===== src/rtl/pipe_stage_reg_pkg.sv =====
// Shared types for pipeline stage boundaries: stage occupancy states and stage payloads.
package pipes;

    localparam int STAGE_OCC_W = 2;

    typedef enum logic [1:0] {
        STG_EMPTY = 2'd0,
        STG_ONE   = 2'd1,
        STG_FULL  = 2'd2
    } stage_state_t;

    // Example stage payload; an IF/ID instance uses WIDTH = $bits(fetch_data_t).
    typedef struct packed {
        logic [31:0] pc;
        logic [31:0] instr;
    } fetch_data_t;

    function automatic logic [STAGE_OCC_W-1:0] stage_occ(input stage_state_t s);
        case (s)
            STG_ONE:  return 2'd1;
            STG_FULL: return 2'd2;
            default:  return 2'd0;
        endcase
    endfunction

endpackage


===== src/rtl/pipe_stage_reg_if.sv =====
// Upstream/downstream valid-ready bundle around one pipeline stage register.
interface pipe_stage_reg_if
    import pipes::*;
#(
    parameter int WIDTH = 64
);
    logic                   in_valid;
    logic                   in_ready;
    logic [WIDTH-1:0]       in_data;
    logic                   out_valid;
    logic                   out_ready;
    logic [WIDTH-1:0]       out_data;
    logic [STAGE_OCC_W-1:0] occupancy;

    // master: the surrounding pipeline (producer + consumer); slave: the stage itself
    modport master (
        output in_valid, in_data, out_ready,
        input  in_ready, out_valid, out_data, occupancy
    );
    modport slave (
        input  in_valid, in_data, out_ready,
        output in_ready, out_valid, out_data, occupancy
    );
endinterface


===== src/rtl/pipe_stage_reg_slot.sv =====
// One storage entry of a stage: WIDTH-bit data register plus valid bit.
module pipe_slot #(
    parameter int WIDTH = 64
) (
    input  logic             clk,
    input  logic             reset,
    input  logic             load_i,
    input  logic             clear_i,
    input  logic [WIDTH-1:0] data_i,
    output logic [WIDTH-1:0] data_o,
    output logic             valid_o
);
    logic [WIDTH-1:0] data_q;
    logic             valid_q;

    // Clear wins over load for the valid bit; data is only written on load.
    always_ff @(posedge clk or negedge reset) begin
        if (!reset) begin
            data_q  <= '0;
            valid_q <= 1'b0;
        end else begin
            if (load_i) begin
                data_q <= data_i;
            end
            if (clear_i) begin
                valid_q <= 1'b0;
            end else if (load_i) begin
                valid_q <= 1'b1;
            end
        end
    end

    assign data_o  = data_q;
    assign valid_o = valid_q;
endmodule


===== src/rtl/pipe_stage_reg.sv =====
// Handshaked pipeline stage register with flush; define PIPE_SKID_EN to add a
// skid entry so in_ready comes from a register instead of from out_ready.
module pipe_stage_reg
    import pipes::*;
#(
    parameter int WIDTH = 64
) (
    input  logic              clk,
    input  logic              reset,
    input  logic              flush,
    pipe_stage_reg_if.slave   bus
);
    logic             accept;
    logic             rel;
    logic             main_load;
    logic             main_clr;
    logic             main_valid;
    logic [WIDTH-1:0] main_din;
    logic [WIDTH-1:0] main_dout;

    pipe_slot #(.WIDTH(WIDTH)) u_main (
        .clk     (clk),
        .reset   (reset),
        .load_i  (main_load),
        .clear_i (main_clr),
        .data_i  (main_din),
        .data_o  (main_dout),
        .valid_o (main_valid)
    );

    assign bus.out_valid = main_valid;
    assign bus.out_data  = main_dout;
    assign accept        = bus.in_valid && bus.in_ready;
    assign rel           = main_valid && bus.out_ready;

`ifdef PIPE_SKID_EN
    stage_state_t           state_q;
    stage_state_t           state_d;
    logic [STAGE_OCC_W-1:0] occ_q;
    logic                   skid_load;
    logic                   skid_clr;
    logic                   skid_valid;
    logic [WIDTH-1:0]       skid_dout;

    pipe_slot #(.WIDTH(WIDTH)) u_skid (
        .clk     (clk),
        .reset   (reset),
        .load_i  (skid_load),
        .clear_i (skid_clr),
        .data_i  (bus.in_data),
        .data_o  (skid_dout),
        .valid_o (skid_valid)
    );

    assign bus.in_ready  = (state_q != STG_FULL);
    assign bus.occupancy = occ_q;

    always_comb begin
        state_d   = state_q;
        main_load = 1'b0;
        main_clr  = 1'b0;
        main_din  = bus.in_data;
        skid_load = 1'b0;
        skid_clr  = 1'b0;
        if (flush) begin
            state_d  = STG_EMPTY;
            main_clr = 1'b1;
            skid_clr = 1'b1;
        end else begin
            case (state_q)
                STG_EMPTY: begin
                    if (accept) begin
                        main_load = 1'b1;
                        state_d   = STG_ONE;
                    end
                end
                STG_ONE: begin
                    if (accept && rel) begin
                        main_load = 1'b1;
                    end else if (accept) begin
                        skid_load = 1'b1;
                        state_d   = STG_FULL;
                    end else if (rel) begin
                        main_clr = 1'b1;
                        state_d  = STG_EMPTY;
                    end
                end
                STG_FULL: begin
                    // Older skid beat moves forward so order is preserved.
                    if (rel) begin
                        main_load = 1'b1;
                        main_din  = skid_dout;
                        skid_clr  = 1'b1;
                        state_d   = STG_ONE;
                    end
                end
                default: state_d = STG_EMPTY;
            endcase
        end
    end

    always_ff @(posedge clk or negedge reset) begin
        if (!reset) begin
            state_q <= STG_EMPTY;
            occ_q   <= '0;
        end else begin
            state_q <= state_d;
            occ_q   <= stage_occ(state_d);
        end
    end
`else
    assign bus.in_ready  = !main_valid || bus.out_ready;
    assign main_din      = bus.in_data;
    assign main_load     = accept && !flush;
    assign main_clr      = flush || (rel && !accept);
    assign bus.occupancy = {1'b0, main_valid};
`endif

endmodule


===== src/flat_wrapper.sv =====
// flat-port wrapper written by rule: the top's interface ports become plain ports
module pipe_stage_reg_flat import pipes::*;
#(
    parameter int WIDTH = 64
)
  (clk, reset, flush, bus_in_valid, bus_in_data, bus_out_ready, bus_in_ready, bus_out_valid, bus_out_data, bus_occupancy);
  pipe_stage_reg_if #(.WIDTH(WIDTH)) bus_i ();
  input  logic clk;
  input  logic reset;
  input  logic flush;
  input wire logic [$bits(bus_i.in_valid)-1:0] bus_in_valid;
  input wire logic [$bits(bus_i.in_data)-1:0] bus_in_data;
  input wire logic [$bits(bus_i.out_ready)-1:0] bus_out_ready;
  output wire logic [$bits(bus_i.in_ready)-1:0] bus_in_ready;
  output wire logic [$bits(bus_i.out_valid)-1:0] bus_out_valid;
  output wire logic [$bits(bus_i.out_data)-1:0] bus_out_data;
  output wire logic [$bits(bus_i.occupancy)-1:0] bus_occupancy;
  assign bus_i.in_valid = bus_in_valid;
  assign bus_i.in_data = bus_in_data;
  assign bus_i.out_ready = bus_out_ready;
  assign bus_in_ready = bus_i.in_ready;
  assign bus_out_valid = bus_i.out_valid;
  assign bus_out_data = bus_i.out_data;
  assign bus_occupancy = bus_i.occupancy;
  pipe_stage_reg #(.WIDTH(WIDTH)) u_core (.clk(clk), .reset(reset), .flush(flush), .bus(bus_i));
endmodule

===== config.mk =====
export PLATFORM = sky130hd
export DESIGN_NAME = pipe_stage_reg_flat
export DESIGN_NICKNAME = d
export VERILOG_FILES = /design/src/rtl/pipe_stage_reg_pkg.sv /design/src/rtl/pipe_stage_reg_if.sv /design/src/rtl/pipe_stage_reg_slot.sv /design/src/rtl/pipe_stage_reg.sv /design/src/flat_wrapper.sv
export SDC_FILE = /design/constraint.sdc
export NUM_CORES = 1
export LEC_CHECK = 0
export ABC_AREA = 1
export CAP_MARGIN = 20
export CORE_ASPECT_RATIO = 1.5
export CORE_MARGIN = 3
export CORE_UTILIZATION = 45
export CTS_CLUSTER_DIAMETER = 30
export CTS_CLUSTER_SIZE = 12
export DETAILED_ROUTE_END_ITERATION = 10
export GPL_TIMING_DRIVEN = 0
export PLACE_DENSITY = 0.87
export REMOVE_ABC_BUFFERS = 1
export SYNTH_ARGS = -nofsm -noshare
export SYNTH_HDL_FRONTEND = slang
export SYNTH_SLANG_ARGS = --single-unit
export TNS_END_PERCENT = 30

===== constraint.sdc =====
create_clock -name clk -period 1.9 [get_ports clk]
set_input_delay 0.19 -clock clk [delete_from_list [all_inputs] [get_ports clk]]
set_output_delay 0.19 -clock clk [all_outputs]
set_load 0.01 [all_outputs]

==> results of run 1 <==
stage by stage:
stage          util, %  hold slack [ns]  TNS [ns]  std cells  instance area [um2]
2_1_floorplan        -           -0.106    -16.91        264                 2660
3_3_place_gp      65.6            0.454   -191.20        473                 4110
3_5_place_dp      66.2            0.341    -32.94        475                 4140
4_1_cts           69.4            0.393         0        493                 4350
5_1_grt           69.4            0.411         0        493                 4350
6_report          69.4            0.403         0        493                 4350
layout by cell type (no fill, tap or decap), drive strengths merged:
cell type / count
clkbuf: 11
buf: 3
a21oi: 1
nor2: 1
clkinv: 4
inv: 2
dfrtp: 65
clkdlybuf4s50: 134
conb: 1
dlygate4sd3: 1
nand3: 64
nand2: 132
state kept, by name, indices dropped and copies added, names as in the netlist:
register	count
u_core.u_main.valid_o	1
u_core.u_main.data_o	64
power by group:
part	switching (mW)	internal (mW)	leakage (nW)
combinational	0.447	0.562	1.16
sequential	0.112	1.58	0.804
clock	0.485	0.493	0.0887
total	1.04	2.64	2.05
cells by family (layout without fill, tap and decap cells):
kind of cell,after synthesis,count (layout),share of synthesized area [%]
other,1,1,0.127
buffers and inverters,24,155,10.4
flip-flops,65,65,54.9
AO/OA/AOI/OAI,1,1,0.169
AND/OR/NAND/NOR,195,197,34.4
synthesized netlist by cell type (all sizes together):
master	number	area (um2)
buf	21	285
dfrtp	65	1630
nand2	130	503
clkbuf	1	13.8
nor2	1	11.3
conb	1	3.75
a21oi	1	5.00
inv	2	7.51
nand3	64	505
what timing repair did:
item,in CTS,in global routing
endpoints found under the hold margin,65,0
gates resized for setup,2,0
setup endpoints to repair,65,0
buffers inserted,0,0
hold buffers,1,0
worst register-to-register path, delay by kind of cell (launching register included):
family	cells	cell delay, ns
simple gates	4	0.98
flops	1	0.51
how the worst min path moves through the flow:
stage	startpoint	endpoint	slack [ns]	depth (start not counted)
detailed placement	reset	u_core.u_main.data_o[43]	0.34	1
global route	bus_in_data[25]	u_core.u_main.data_o[25]	0.41	3
finish	bus_in_data[7]	u_core.u_main.data_o[7]	0.40	3
CTS	bus_in_data[7]	u_core.u_main.data_o[7]	0.39	3
global placement	u_core.u_main.data_o[44]	u_core.u_main.data_o[44]	0.45	2
floorplan	reset	u_core.u_main.data_o[0]	-0.11	0
layout make-up:
class | count | area (um2)
fillers | 492 | 1910
flip-flops and latches | 65 | 1630
repair buffers | 138 | 1400
multi-input cells | 199 | 1060
clock buffers | 11 | 141
well taps | 74 | 92.6
clock inverters | 4 | 20.0
inverters | 2 | 7.51
routing by layer:
metal | up-vias | track usage, % | wire, um
li1 | 1170 | - | -
met5 | - | 0 | 0
met2 | 92 | 39.0 | 4490
met1 | 1193 | 22.3 | 2870
met4 | 0 | 13.4 | 340
met3 | 28 | 3.44 | 332
==> summary.txt, run 1 <==
Critical path
  • Crit Path Max Fanout: 17
  • WP buf/inv: 1
  • R2R depth: 4
  • Critical path origin: u_core.u_main.valid_o
  • Critical Setup Path Class: reg2out
  • CP max stage delay: 0.57 ns
  • WP depth: 2
  • Worst Setup Start Kind: flop
  • CP endpoint: bus_in_ready
  • Crit path arrival time: ~1.6 ns
  • CP required: between 1.5 and 2 ns
  • CP endpoint kind: primary output
  • Slowest CP cell: clkdlybuf4s50_1
  • CP delay by family, top: buffers and inverters
  • R2R Setup Slk: ~0.34 ns
  • Reg-to-Reg Start: u_core.u_main.valid_o
  • Cell Chain, Critical Path: nand2_8 > clkdlybuf4s50_1
  • FF-to-FF End: u_core.u_main.data_o[22]

Placement
  • Place WS: -0.546 ns
  • Post-DP HPWL: between 5 and 6 mm
  • Input/output buffers: approximately 140
  • Gp weighted congestion: 0.758

Min path
  • HP Class: in2reg

Drt
  • Via Count: between 2000 and 2500
  • Drt first pass iters: 4
  • DR WL/cell: 16.3 um
  • DR iter-0 viols: 141
  • ANT nets after route: 0
  • # DRC: 0
  • Via/cell ratio: 5.04
  • Drt total wl: between 8 and 9 mm

Die
  • Die Span Y: around 110 um
  • DIE WIDTH: between 70 and 80 um
  • Core ar.: between 0.006 and 0.007 mm2
  • Row cnt: 35
  • DIE AREA: 0.00761 mm2
  • IO Count: approximately 140
  • Starting density of the core: a little under half

Synthesis
  • Synthesized instance count: ~290
  • YS warnings: 0
  • Count of different cell masters after synthesis: 14
  • Yosys reg bits: 65
  • Post-synthesis area per instance: 10.4 um2
  • Sequential fraction of the synthesis area: between 50% and 60%
  • Post-Syn Area: between 0.002 and 0.003 mm2

GRT
  • GRT Overall Usage: 21.6%
  • GRT overflow: 0
  • Vias in the first global route: around 2500
  • Initial antenna violation count: 0
  • Largest net degree at the start of global routing: 66
  • Global-route wire length before repair: about 12 mm

Finish
  • Ant diodes: 0
  • Share of cells above drive strength 1: 14.8%
  • Layout area overhead: 46.8%
  • Nets@finish: 484

Clocking
  • CTS buffer count: 9
  • Root Buffer: clkbuf_8
  • TritonCTS clock tree: done
  • Clk buf depth: 2
  • H-tree depth: 3
  • CTS Sinks: 65
  • Worst-path clk slew: 0.07 ns
  • Clk Latency, worst-skew pair: 0.33 ns

Timing
  • Actual slew at the worst max-slew pin: approximately 0.83 ns
  • RSZ-0062 raised after global routing: no
  • Max-slew violation count: 0
  • Hold Vio Cnt, Final: 0
  • Final min period: approximately 1.8 ns
  • Tcrit/Tclk final: 94.8%
  • Clk_skew: around 0.0094 ns
  • Final Setup Violations: 0
  • F_max: about 560 MHz
  • Setup ws final: approximately 0.099 ns
  • Rel. slew slack: about 45%

Flow run
  • # Max-Cap Violations: 0

Pwr
  • Peak supply drop: ~0.5 mV
  • PwrDens: approximately 850 mW/mm2
  • Static Leakage: 2.05 nW
  • Power Total: between 3 and 4 mW

Status
  • Status: completed
Power figures use the tool's default switching activity.
==> run 2, diff against run 1 <==
- PLACE_DENSITY: 0.87 -> 0.86
==> run 2 against run 1 <==
Compared with the run above: routed wire length grew 1.4%; core utilization grew 0.68 points; clock skew grew 0.0026 ns; critical path depth is the same; critical endpoint unchanged; setup slack lost 0.013 ns; non-clock buffer count is the same; sequential share of layout area shrank 0.36 points; worst hold slack gained 0.0057 ns; critical path type unchanged.
==> summary.txt, run 2 (synthesis gave the netlist of run 1 again) <==
Status
  • Status: completed

Timing
  • Final Setup Violations: 0
  • Clk_skew: 0.0121 ns
  • Rel. slew slack: roughly 46%
  • Actual slew at the worst max-slew pin: roughly 0.82 ns
  • Hold Vio Cnt, Final: 0
  • Tcrit/Tclk final: a little over nine tenths
  • Max-slew violation count: 0
  • F_max: 551 MHz
  • Final min period: between 1.5 and 2 ns
  • Hold slack: between 0.4 and 0.5 ns
  • RSZ-0062 raised after global routing: no

Critical path
  • CP max stage delay: around 0.57 ns
  • CP required: approximately 1.7 ns
  • Cell Chain, Critical Path: nand2_8 > clkdlybuf4s50_1
  • R2R depth: 4
  • Crit Path Max Fanout: 17
  • Critical path origin: u_core.u_main.valid_o
  • Reg-to-Reg Start: u_core.u_main.valid_o
  • R2R Setup Slk: between 0.5 and 0.6 ns
  • CP endpoint kind: primary output
  • Worst Setup Start Kind: flop
  • Crit path arrival time: around 1.6 ns
  • FF-to-FF End: u_core.u_main.data_o[20]
  • Slowest CP cell: clkdlybuf4s50_1
  • Critical Setup Path Class: reg2out

Drt
  • Via/cell ratio: roughly 5.0
  • DR WL/cell: roughly 17 um
  • ANT nets after route: 0
  • DR iter-0 viols: between 150 and 200
  • # DRC: 0
  • Drt total wl: 8.15 mm
  • Drt first pass iters: 4
  • Via Count: roughly 2500

Min path
  • WHS Path Cells: 3
  • Hold Path Sink: u_core.u_main.data_o[11]
  • Launch point of the worst hold path: bus_in_data[11]
  • HP Class: in2reg

Clocking
  • Worst-path clk slew: ~0.07 ns
  • TritonCTS clock tree: done
  • CTS buffer count: 9
  • Setup repair bufs after CTS: 0
  • Clk buf depth: 2
  • CTS Sinks: 65
  • Root Buffer: clkbuf_8
  • H-tree depth: 3
  • Clk Latency, worst-skew pair: between 0.3 and 0.4 ns

Finish
  • Layout area overhead: 48.2%
  • Layout fillers: 472
  • Nets@finish: slightly below 500
  • Most common cell after layout, fill and taps aside: clkdlybuf4s50_1
  • Multi-input gate area: ~0.0011 mm2
  • FF+latch area: 0.00163 mm2
  • Max reg flops: 64
  • Share of cells above drive strength 1: 14.8%
  • Most frequent cells in the layout: 134 x clkdlybuf4s50_1, 128 x nand2_1, 64 x dfrtp_1
  • Ant diodes: 0

Pwr
  • Power Total: ~3.9 mW
  • Peak supply drop: around 0.6 mV
  • PwrDens: 879 mW/mm2
  • Static Leakage: a little over 2 nW

Placement
  • Post-DP HPWL: roughly 5.4 mm
  • Gp weighted congestion: ~0.76
  • Input/output buffers: 135

Die
  • Die Span Y: 105 um
  • Row cnt: 35
  • IO Count: 137
  • DIE AREA: roughly 0.0076 mm2
  • DIE WIDTH: roughly 72 um
  • Starting density of the core: 47.3%
  • Core ar.: between 0.006 and 0.007 mm2

GRT
  • Largest net degree at the start of global routing: 66
  • Vias in the first global route: ~2600
  • GRT overflow: 0
  • GRT Overall Usage: between 20 and 25%
  • Global-route wire length before repair: 13.0 mm
  • Initial antenna violation count: 0

Flow run
  • # Max-Cap Violations: 0
==> run 2: changes by cell type in the layout (fill, tap and decap cells not counted) <==
cell / before / now
bufinv_16: 0 / 1
clkbuf_8: 10 / 11
clkinv_2: 4 / 2
nand2_4: 3 / 2
nand2_8: 1 / 2
==> run 2: timing repair <==
item                       4_1_cts  5_1_grt
hold endpoints to repair        52        0
setup endpoints to repair       65       15
cloned                           2        0
gates resized for setup          2        1
pin swaps                        1        0
hold buffers                     1        0
==> run 2: final cells by class <==
class / instances / share of cell area (%)
sequential: 65 / 37.1
clock inverter: 3 / 0.912
clock buffer: 12 / 3.53
inverter: 2 / 0.171
timing repair buffer: 138 / 31.9
tap: 74 / 2.11
multi-input combinational: 199 / 24.3
==> run 2: worst max-delay path, delay by kind of cell, from the launching register on <==
| family | cells | cell delay (ns) |
|---|---|---|
| buffers and inverters | 1 | 0.57 |
| flip-flops | 1 | 0.51 |
| AND/OR/NAND/NOR | 1 | 0.20 |
==> run 2: power breakdown <==
group | switching, mW | internal (mW) | leakage [nW]
Combinational | 0.445 | 0.563 | 1.16
Clock | 0.490 | 0.667 | 0.102
Sequential | 0.113 | 1.58 | 0.804
Total | 1.05 | 2.81 | 2.06
==> run 2: layer usage <==
layer	vias to the layer above	global-route usage (%)	wire [um]
met1	1176	23.2	2820
met4	0	12.6	318
met3	23	2.86	359
met2	84	41.9	4650
met5	-	0	0
li1	1171	-	-
==> run 2: per-stage QoR <==
stage	cells	util, %	cell area, um2	worst slack, ns	setup TNS (ns)
2_1_floorplan	264	-	2660	-0.264	-16.91
3_3_place_gp	473	65.6	4110	-1.53	-192.07
3_5_place_dp	475	66.2	4140	-0.563	-33.53
4_1_cts	493	70.0	4380	0.0747	0
5_1_grt	493	70.1	4390	0.0412	0
6_report	493	70.1	4390	0.0861	0
==> run 2: worst max-delay path by stage <==
| stage | endpoint | cells after the start |
|---|---|---|
| CTS | bus_in_ready | 2 |
| floorplan | u_core.u_main.data_o[0] | 5 |
| finish | bus_in_ready | 2 |
| global placement | u_core.u_main.data_o[53] | 6 |
| detailed placement | u_core.u_main.data_o[20] | 6 |
| global route | bus_in_ready | 2 |
==> run 3, diff against run 2 <==
- GPL_ROUTABILITY_DRIVEN: not set -> 0
- SKIP_LAST_GASP: not set -> 1
==> results of run 3 <==
The final DEF is identical to that of run 2; final timing and power are the same.
